===== config.mk =====
export PLATFORM = sky130hd
export DESIGN_NAME = line_engine
export DESIGN_NICKNAME = d
export VERILOG_FILES = /design/src/rtl/line_pkg.sv /design/src/rtl/line_setup.sv /design/src/rtl/line_engine.sv
export SDC_FILE = /design/constraint.sdc
export NUM_CORES = 1
export LEC_CHECK = 0
export ABC_AREA = 1
export CAP_MARGIN = 20
export CORE_UTILIZATION = 39
export CTS_CLUSTER_DIAMETER = 150
export CTS_CLUSTER_SIZE = 12
export DETAILED_ROUTE_END_ITERATION = 8
export HOLD_SLACK_MARGIN = 0.15
export PLACE_DENSITY = 0.68
export SLEW_MARGIN = 20
export SYNTH_ARGS = -nofsm -noshare
export SYNTH_HDL_FRONTEND = slang
export SYNTH_SLANG_ARGS = --single-unit

===== constraint.sdc =====
create_clock -name clk -period 12.2 [get_ports clk]
set_clock_uncertainty 0.05 [all_clocks]
set_input_delay 2.44 -clock clk [delete_from_list [all_inputs] [get_ports clk]]
set_output_delay 2.44 -clock clk [all_outputs]
set_load 0.005 [all_outputs]

===== src/rtl/line_pkg.sv =====
// Shared constants and state encoding for the Bresenham line engine.
package line_pkg;
  localparam int FB_WIDTH  = 1024;
  localparam int FB_HEIGHT = 768;
  localparam int COORD_W   = 10;
  localparam int ERR_W     = 12;

  typedef enum logic [1:0] {
    IDLE  = 2'd0,
    SETUP = 2'd1,
    DRAW  = 2'd2
  } state_e;
endpackage


===== src/rtl/line_setup.sv =====
// Combinational line setup: octant fold (steep swap), endpoint ordering and
// the deltas/initial error consumed by the stepping datapath.
module line_setup
  import line_pkg::*;
(
  input  logic [COORD_W-1:0]      x0,
  input  logic [COORD_W-1:0]      y0,
  input  logic [COORD_W-1:0]      x1,
  input  logic [COORD_W-1:0]      y1,
  output logic                    steep,
  output logic [COORD_W-1:0]      sx0,
  output logic [COORD_W-1:0]      sy0,
  output logic [COORD_W-1:0]      len,
  output logic signed [ERR_W-1:0] dx,
  output logic signed [ERR_W-1:0] dy,
  output logic signed [ERR_W-1:0] err0,
  output logic                    ystep_neg
);
  function automatic logic signed [ERR_W-1:0] ext(input logic [COORD_W-1:0] v);
    return $signed({{(ERR_W-COORD_W){1'b0}}, v});
  endfunction

  function automatic logic signed [ERR_W-1:0] abs_s(input logic signed [ERR_W-1:0] v);
    return v[ERR_W-1] ? -v : v;
  endfunction

  logic signed [ERR_W-1:0] ddx, ddy, dyr;
  logic [COORD_W-1:0]      a0, b0, a1, b1, pa1, pb1;

  always_comb begin
    ddx   = ext(x1) - ext(x0);
    ddy   = ext(y1) - ext(y0);
    steep = abs_s(ddy) > abs_s(ddx);
    // a is the stepping axis, b the dependent axis
    a0 = steep ? y0 : x0;
    b0 = steep ? x0 : y0;
    a1 = steep ? y1 : x1;
    b1 = steep ? x1 : y1;
    if (a0 > a1) begin
      sx0 = a1; sy0 = b1; pa1 = a0; pb1 = b0;
    end else begin
      sx0 = a0; sy0 = b0; pa1 = a1; pb1 = b1;
    end
    dx        = ext(pa1) - ext(sx0);
    dyr       = ext(pb1) - ext(sy0);
    dy        = abs_s(dyr);
    ystep_neg = dyr[ERR_W-1];
    err0      = (-dx) >>> 1;
    len       = pa1 - sx0;
  end
endmodule


===== src/rtl/line_engine.sv =====
// Bresenham line engine: one pixel per cycle into the frame-buffer write port,
// rows at or below FB_HEIGHT are clipped without changing timing.
module line_engine
  import line_pkg::*;
#(
  parameter int mem_width      = 1,
  parameter int mem_depth      = 786432,
  parameter int mem_addr_width = $clog2(mem_depth)
) (
  input  logic                      clk,
  input  logic                      rst_n,
  input  logic                      start,
  input  logic [COORD_W-1:0]        x0,
  input  logic [COORD_W-1:0]        x1,
  input  logic [COORD_W-1:0]        y0,
  input  logic [COORD_W-1:0]        y1,
  input  logic [mem_width-1:0]      color,
  output logic                      ready,
  output logic                      XL_wr_en,
  output logic [mem_width-1:0]      XL_wr_data,
  output logic [mem_addr_width-1:0] XL_wr_addr
);
  localparam logic [COORD_W-1:0] ROW_LIMIT = COORD_W'(FB_HEIGHT);

  state_e state, state_nxt;

  logic [COORD_W-1:0]   cap_x0_p0, cap_y0_p0, cap_x1_p0, cap_y1_p0;
  logic [mem_width-1:0] cap_color_p0;

  logic                    steep_s, ystep_neg_s;
  logic [COORD_W-1:0]      sx0_s, sy0_s, len_s;
  logic signed [ERR_W-1:0] dx_s, dy_s, err0_s;

  logic                    steep_p1, ystep_neg_p1;
  logic [COORD_W-1:0]      cur_x_p1, cur_y_p1, cnt_p1;
  logic signed [ERR_W-1:0] dx_p1, dy_p1, err_p1;

  logic signed [ERR_W-1:0] err_inc, err_nxt;
  logic [COORD_W-1:0]      x_nxt, y_nxt;
  logic [2*COORD_W-1:0]    rc_first, rc_next;

  function automatic logic [2*COORD_W-1:0] pixel_rc(input logic steep,
                                                   input logic [COORD_W-1:0] a,
                                                   input logic [COORD_W-1:0] b);
    return steep ? {a, b} : {b, a};
  endfunction

  function automatic logic visible(input logic [2*COORD_W-1:0] rc);
    return rc[2*COORD_W-1:COORD_W] < ROW_LIMIT;
  endfunction

  line_setup u_setup (
    .x0        (cap_x0_p0),
    .y0        (cap_y0_p0),
    .x1        (cap_x1_p0),
    .y1        (cap_y1_p0),
    .steep     (steep_s),
    .sx0       (sx0_s),
    .sy0       (sy0_s),
    .len       (len_s),
    .dx        (dx_s),
    .dy        (dy_s),
    .err0      (err0_s),
    .ystep_neg (ystep_neg_s)
  );

  always_ff @(posedge clk or negedge rst_n) begin
    if (!rst_n) state <= IDLE;
    else        state <= state_nxt;
  end

  always_comb begin
    state_nxt = state;
    unique case (state)
      IDLE:    if (start) state_nxt = SETUP;
      SETUP:   state_nxt = DRAW;
      DRAW:    if (cnt_p1 == '0) state_nxt = IDLE;
      default: state_nxt = IDLE;
    endcase
  end

  always_comb begin
    ready = (state == IDLE);
  end

  always_comb begin
    err_inc = err_p1 + dy_p1;
    x_nxt   = cur_x_p1 + COORD_W'(1);
    y_nxt   = cur_y_p1;
    err_nxt = err_inc;
    if (!err_inc[ERR_W-1]) begin
      y_nxt   = ystep_neg_p1 ? cur_y_p1 - COORD_W'(1) : cur_y_p1 + COORD_W'(1);
      err_nxt = err_inc - dx_p1;
    end
    rc_first = pixel_rc(steep_s, sx0_s, sy0_s);
    rc_next  = pixel_rc(steep_p1, x_nxt, y_nxt);
  end

  // p0: endpoint capture in IDLE; p1: stepping state, loaded in SETUP, advanced in DRAW
  always_ff @(posedge clk or negedge rst_n) begin
    if (!rst_n) begin
      cap_x0_p0    <= '0;
      cap_y0_p0    <= '0;
      cap_x1_p0    <= '0;
      cap_y1_p0    <= '0;
      cap_color_p0 <= '0;
      steep_p1     <= 1'b0;
      ystep_neg_p1 <= 1'b0;
      cur_x_p1     <= '0;
      cur_y_p1     <= '0;
      cnt_p1       <= '0;
      dx_p1        <= '0;
      dy_p1        <= '0;
      err_p1       <= '0;
      XL_wr_en     <= 1'b0;
      XL_wr_addr   <= '0;
      XL_wr_data   <= '0;
    end else begin
      unique case (state)
        IDLE: begin
          XL_wr_en <= 1'b0;
          if (start) begin
            cap_x0_p0    <= x0;
            cap_y0_p0    <= y0;
            cap_x1_p0    <= x1;
            cap_y1_p0    <= y1;
            cap_color_p0 <= color;
          end
        end
        SETUP: begin
          steep_p1     <= steep_s;
          ystep_neg_p1 <= ystep_neg_s;
          cur_x_p1     <= sx0_s;
          cur_y_p1     <= sy0_s;
          cnt_p1       <= len_s;
          dx_p1        <= dx_s;
          dy_p1        <= dy_s;
          err_p1       <= err0_s;
          XL_wr_en     <= visible(rc_first);
          XL_wr_addr   <= mem_addr_width'(rc_first);
          XL_wr_data   <= cap_color_p0;
        end
        DRAW: begin
          if (cnt_p1 == '0) begin
            XL_wr_en <= 1'b0;
          end else begin
            cur_x_p1   <= x_nxt;
            cur_y_p1   <= y_nxt;
            err_p1     <= err_nxt;
            cnt_p1     <= cnt_p1 - COORD_W'(1);
            XL_wr_en   <= visible(rc_next);
            XL_wr_addr <= mem_addr_width'(rc_next);
          end
        end
        default: XL_wr_en <= 1'b0;
      endcase
    end
  end
endmodule


==> flow_summary.toml, run 1 <==
[routing]
viasPerCell = 5.19
wirelength_um = 31400
drt_pass1_iterations = 5
drt_iter0_drc = 776
vias = 10747
ant_nets = 0
drcViolationCount = 0
wl_per_cell_um = 15.2

[setup_path]
r2r_setup_slack_ns = 2.19
cp_max_fo = 48
worst-path-buf-inv = 9
crit_type = "flip-flop to flip-flop"
crit_family = "simple AND/OR/NAND/NOR gates"
cp.arrival_ns = 10.28
critPathMaxStageDelay_ns = 0.66
crit_top_cell = "nor2_1"
critical_path.slowest_cell = "inv_2"
worstPathRequired_ns = 12.46
start_kind = "flip-flop"
critPathCaptureType = "flip-flop"

[yosys]
synth.distinct_cells = 55
synth_cells = 1639
seq_area_frac_synth = 0.288
avgSynthCellArea_sq_um = 7.00
ys_ff_latch = 132
yosys.area.top_type = "dfrtp_1"
syn_nets = 1779
synth_edf_count = 0
syn_area_sq_um = 11500
synthArstFlopShare = 1.00
yosysWarnings = 0
yosys.area.top_type_share = 0.288
synth_flop_cell = "dfrtp_1"
synth_area_leaders = "dfrtp_1 29%, nand2_1 10%, ha_1 9.8%, o21ai_0 7.8%, inv_1 7.7%"

[clock_tree]
cts_buffers = 17
htreeDepth = 4
worst_skew_pair.late_latency_ns = 0.43
hold_buffers = 0
clockBufferDepth = 2
tritoncts = "yes"
cts_resized = 0
cts_root_buffer = "clkbuf_16"
postCtsSetupBuffers = 0
clk_pin_slew_worst_paths_ns = 0.06
cts_sinks = 132

[global_route]
grt_use_total = 0.213
grt_first_pass_wirelength_um = 51600
grt_max_degree = 77
overflow = 0
antenna_found_initial = 0
first_global_vias = 10158

[place]
placed_area_sq_um = 12400
gp_congestion = 0.892
portBuffers = 66
dp_hpwl_um = 23900

[finish]
area_growth_pct = 14.0
diodes = 0
final_area_sq_um = 13100
mostFrequentLayoutCells = "311 x nand2_1, 235 x inv_1, 180 x o21ai_0, 149 x nor2_1, 132 x dfrtp_1"
layout_commonest_cell = "nand2_1"
fin_util = 0.454
fin_nets = 1813
drive_gt1_frac = 0.0694

[sta]
tns_ns = 0
rsz0062_at_grt = "no"
min_period_over_period = 0.821
maxSlewHeadroom = 0.414
worst_slew_pin_slew_ns = 0.879
period_minus_slack_ns = 10.01
slew_violations = 0
fmax_ghz = 0.0999
finalHoldViolations = 0
whs_ns = 0.423
setup_violations = 0

[die]
coreArea_sq_um = 28900
start_util = 0.398
rows = 62
dieArea_sq_um = 30100
die_x_um = 174
die_h_um = 174
io_pins = 67

[flow_run]
cap_violations = 0

[run_status]
status = "complete, no violations"

[hold_path]
worstHoldPathType = "flip-flop to flip-flop"
[worst paths after layout]
check | start | to | depth (start not counted)
setup / recovery | cap_y1_p0[0]$_DFFE_PN0P_ | dy_p1[6]$_DFFE_PN0P_ | 52
hold / removal | cap_color_p0$_DFFE_PN0P_ | XL_wr_data$_DFFE_PN0P_ | 2
setup reg to reg | cap_y1_p0[0]$_DFFE_PN0P_ | dy_p1[6]$_DFFE_PN0P_ | 52
hold reg to reg | cap_color_p0$_DFFE_PN0P_ | XL_wr_data$_DFFE_PN0P_ | 2
max in group asynchronous | rst_n | cap_x1_p0[8]$_DFFE_PN0P_ | 2
min in group asynchronous | rst_n | XL_wr_addr[11]$_DFFE_PN0P_ | 1
[per-stage QoR]
stage | std cells | setup slack (ns)
final | 2070 | 2.19
after global routing | 2070 | 1.03
after CTS | 2069 | 2.28
after detailed placement | 2037 | 2.31
after global placement | 2037 | 2.52
after floorplan | 1639 | 3.78
[synth_stat cells (all sizes together), types with 3 or more instances]
cell	number
fa	6
a21oi	117
nor3	16
nor2	157
o211ai	41
clkbuf	51
o22ai	5
nand3b	4
xnor2	14
nand3	66
dfrtp	132
nand4	13
ha	90
or2	9
o31ai	6
xor2	63
a31oi	28
nand2	338
o21bai	11
buf	11
mux2	7
inv	244
and2	3
o21ai	188
[kinds of logic after synthesis]
kind of cell | count (synthesis) | synth area share
simple gates | 608 | 0.234
compound gates | 407 | 0.199
buf+inv | 308 | 0.104
flops | 132 | 0.288
fa+ha+maj | 96 | 0.109
xor+xnor | 77 | 0.0587
mux | 9 | 0.00861
other cells | 2 | 0.000654
[registers in the layout, summed over array words and instances, names as in the netlist, 10 cells and up]
signal	count
cap_x0_p0	10
cap_x1_p0	10
dx_p1	11
cap_y0_p0	10
err_p1	12
cur_x_p1	10
XL_wr_addr	20
cnt_p1	10
cap_y1_p0	10
cur_y_p1	10
dy_p1	12
[area by class of cell]
| type | count | area, sq um |
|---|---|---|
| fill | 2903 | 15800 |
| multi-input combinational | 1199 | 6990 |
| sequential | 132 | 3300 |
| inverter | 246 | 923 |
| timing repair buffer | 77 | 764 |
| tap | 384 | 480 |
| clock buffer | 19 | 443 |
| clock inverter | 13 | 183 |
[worst reg2reg max path: cells and delay by family (launching register included)]
kind,cells,cell delay (ns)
compound gates,12,2.93
simple gates,24,3.09
buf+inv,9,1.46
fa+ha+maj,5,1.66
flops,1,0.40
xor+xnor,2,0.31
[routing by layer]
layer  global-route usage  share of wire  up-vias
met5                    0              0        -
met4               0.0614          0.016        0
met3               0.0276          0.044       37
met2                0.344           0.46      255
met1                0.299           0.48     5015
li1                     -              -     5440
Power of run 1 is not shown: default switching activity piles up to over one toggle a cycle in this logic, so the estimate is an artifact.
==> run 2: changes to the inputs <==
- PLACE_DENSITY: 0.68 -> 0.7
- clock period: 12.2 -> 8.5 ns (I/O delays scaled with it)
==> flow_summary.toml, run 2 (same netlist as run 1, synthesis figures left out) <==
[die]
io_pins = 67
start_util = 0.398
die_x_um = 174
die_h_um = 174
rows = 62
coreArea_sq_um = 28900
dieArea_sq_um = 30100

[global_route]
first_global_vias = 10274
grt_max_degree = 81
overflow = 0
antenna_found_initial = 0
grt_first_pass_wirelength_um = 52000
grt_use_total = 0.213

[setup_path]
critical_path.slowest_cell = "fa_1"
worstPathRequired_ns = 8.74
crit_top_cell = "nor2_1"
cp-startpoint = "cap_x1_p0[0]$_DFFE_PN0P_"
crit_type = "flip-flop to flip-flop"
cp.arrival_ns = 8.05
cp_max_fo = 12
critPathMaxStageDelay_ns = 0.42
critPathCaptureType = "flip-flop"
start_kind = "flip-flop"
r2r_start = "cap_x1_p0[0]$_DFFE_PN0P_"

[place]
portBuffers = 66
dp_hpwl_um = 23800
place_ws_ns = -0.153
gp_congestion = 0.966

[clock_tree]
clk_pin_slew_worst_paths_ns = 0.07
cts_buffers = 17
clockBufferDepth = 2
worst_skew_pair.late_latency_ns = 0.43
tritoncts = "yes"
cts_root_buffer = "clkbuf_16"
htreeDepth = 4
hold_buffers = 0
cts_sinks = 132

[sta]
finalHoldViolations = 0
setup_violations = 0
min_period_over_period = 0.920
worst_slew_pin_slew_ns = 0.799
slew_violations = 0
period_minus_slack_ns = 7.82
maxSlewHeadroom = 0.467
fmax_ghz = 0.128
setup_slack_ns = 0.683

[routing]
ant_nets = 0
wl_per_cell_um = 14.9
drcViolationCount = 0
viasPerCell = 5.21
wirelength_um = 31200
vias = 10920
drt_pass1_iterations = 5
drt_iter0_drc = 834

[finish]
top_regs = "XL_wr_addr (20), dy_p1 (12), err_p1 (12)"
drive_gt1_frac = 0.0964
final-seq-area_sq_um = 3300
diodes = 0
largest_reg_flops = 20
multiInputGateArea_sq_um = 7150
mostFrequentLayoutCells = "311 x nand2_1, 236 x inv_1, 162 x o21ai_0, 147 x nor2_1, 132 x dfrtp_1"
fillers = 2905
fin_util = 0.463
regMostFlops = "XL_wr_addr"
fin_nets = 1839
area_growth_pct = 16.3
layout_commonest_cell = "nand2_1"

[run_status]
status = "complete, no violations"

[hold_path]
min-delay-start = "XL_wr_data$_DFFE_PN0P_"
worstHoldPathType = "flip-flop to flip-flop"

[flow_run]
cap_violations = 0
run 2: changes by cell type in the layout (fill, tap and decap cells not counted), sizes merged:
| cell | previous run | this run |
|---|---|---|
| buf | 12 | 36 |
| inv | 243 | 248 |
| bufinv | 4 | 0 |
| clkbuf | 19 | 18 |
| clkinv | 8 | 9 |
| nand2 | 338 | 339 |
run 2: final timing paths:
path,endpoint,slack [ns],cells past startpoint
max,dy_p1[9]$_DFFE_PN0P_,0.68,49
min in group asynchronous,XL_wr_addr[0]$_DFFE_PN0P_,1.25,1
max reg2reg,dy_p1[9]$_DFFE_PN0P_,0.68,49
min reg2reg,XL_wr_data$_DFFE_PN0P_,0.42,2
min,XL_wr_data$_DFFE_PN0P_,0.42,2
max in group asynchronous,cap_y1_p0[5]$_DFFE_PN0P_,5.93,2
run 2: what timing repair did:
item | 4_1_cts | 5_1_grt
gates resized for setup | 1 | 52
setup buffers | 0 | 8
cloned | 0 | 2
setup endpoints to repair | 3 | 18
pin swaps | 0 | 8
run 2: layout make-up:
cell class | count | area share
multi-input cells | 1200 | 0.535
clock buffers | 18 | 0.0329
repair inverters | 1 | 0.000469
clock inverters | 14 | 0.00769
repair buffers | 101 | 0.0701
inverters | 246 | 0.0699
well taps | 384 | 0.0360
flip-flops and latches | 132 | 0.247
run 2: critical path, delay by kind of cell, from the launching register on:
kind | cells | cell delay (ns)
flip-flops | 1 | 0.36
AND/OR/NAND/NOR | 21 | 2.54
adder cells (fa/ha/maj) | 6 | 1.82
buffers and inverters | 10 | 0.78
AO/OA/AOI/OAI | 9 | 1.59
XOR/XNOR | 3 | 0.53
run 2: metal layers:
metal,up-vias,track usage,part of all wire
li1,5494,-,-
met1,5095,0.298,0.48
met2,295,0.341,0.46
met3,36,0.0331,0.053
met4,0,0.0581,0.016
met5,-,0,0
run 2: per-stage QoR:
step	hold WS, ns	std cells	area (sq um)	TNS, ns
2_1_floorplan	0.393	1639	11500	0
3_3_place_gp	0.406	2054	12600	0
3_5_place_dp	0.412	2054	12600	-0.203
4_1_cts	0.426	2086	13100	0
5_1_grt	0.462	2096	13300	-0.115
6_report	0.419	2096	13300	0
Power of run 2 is left out for the same reason.
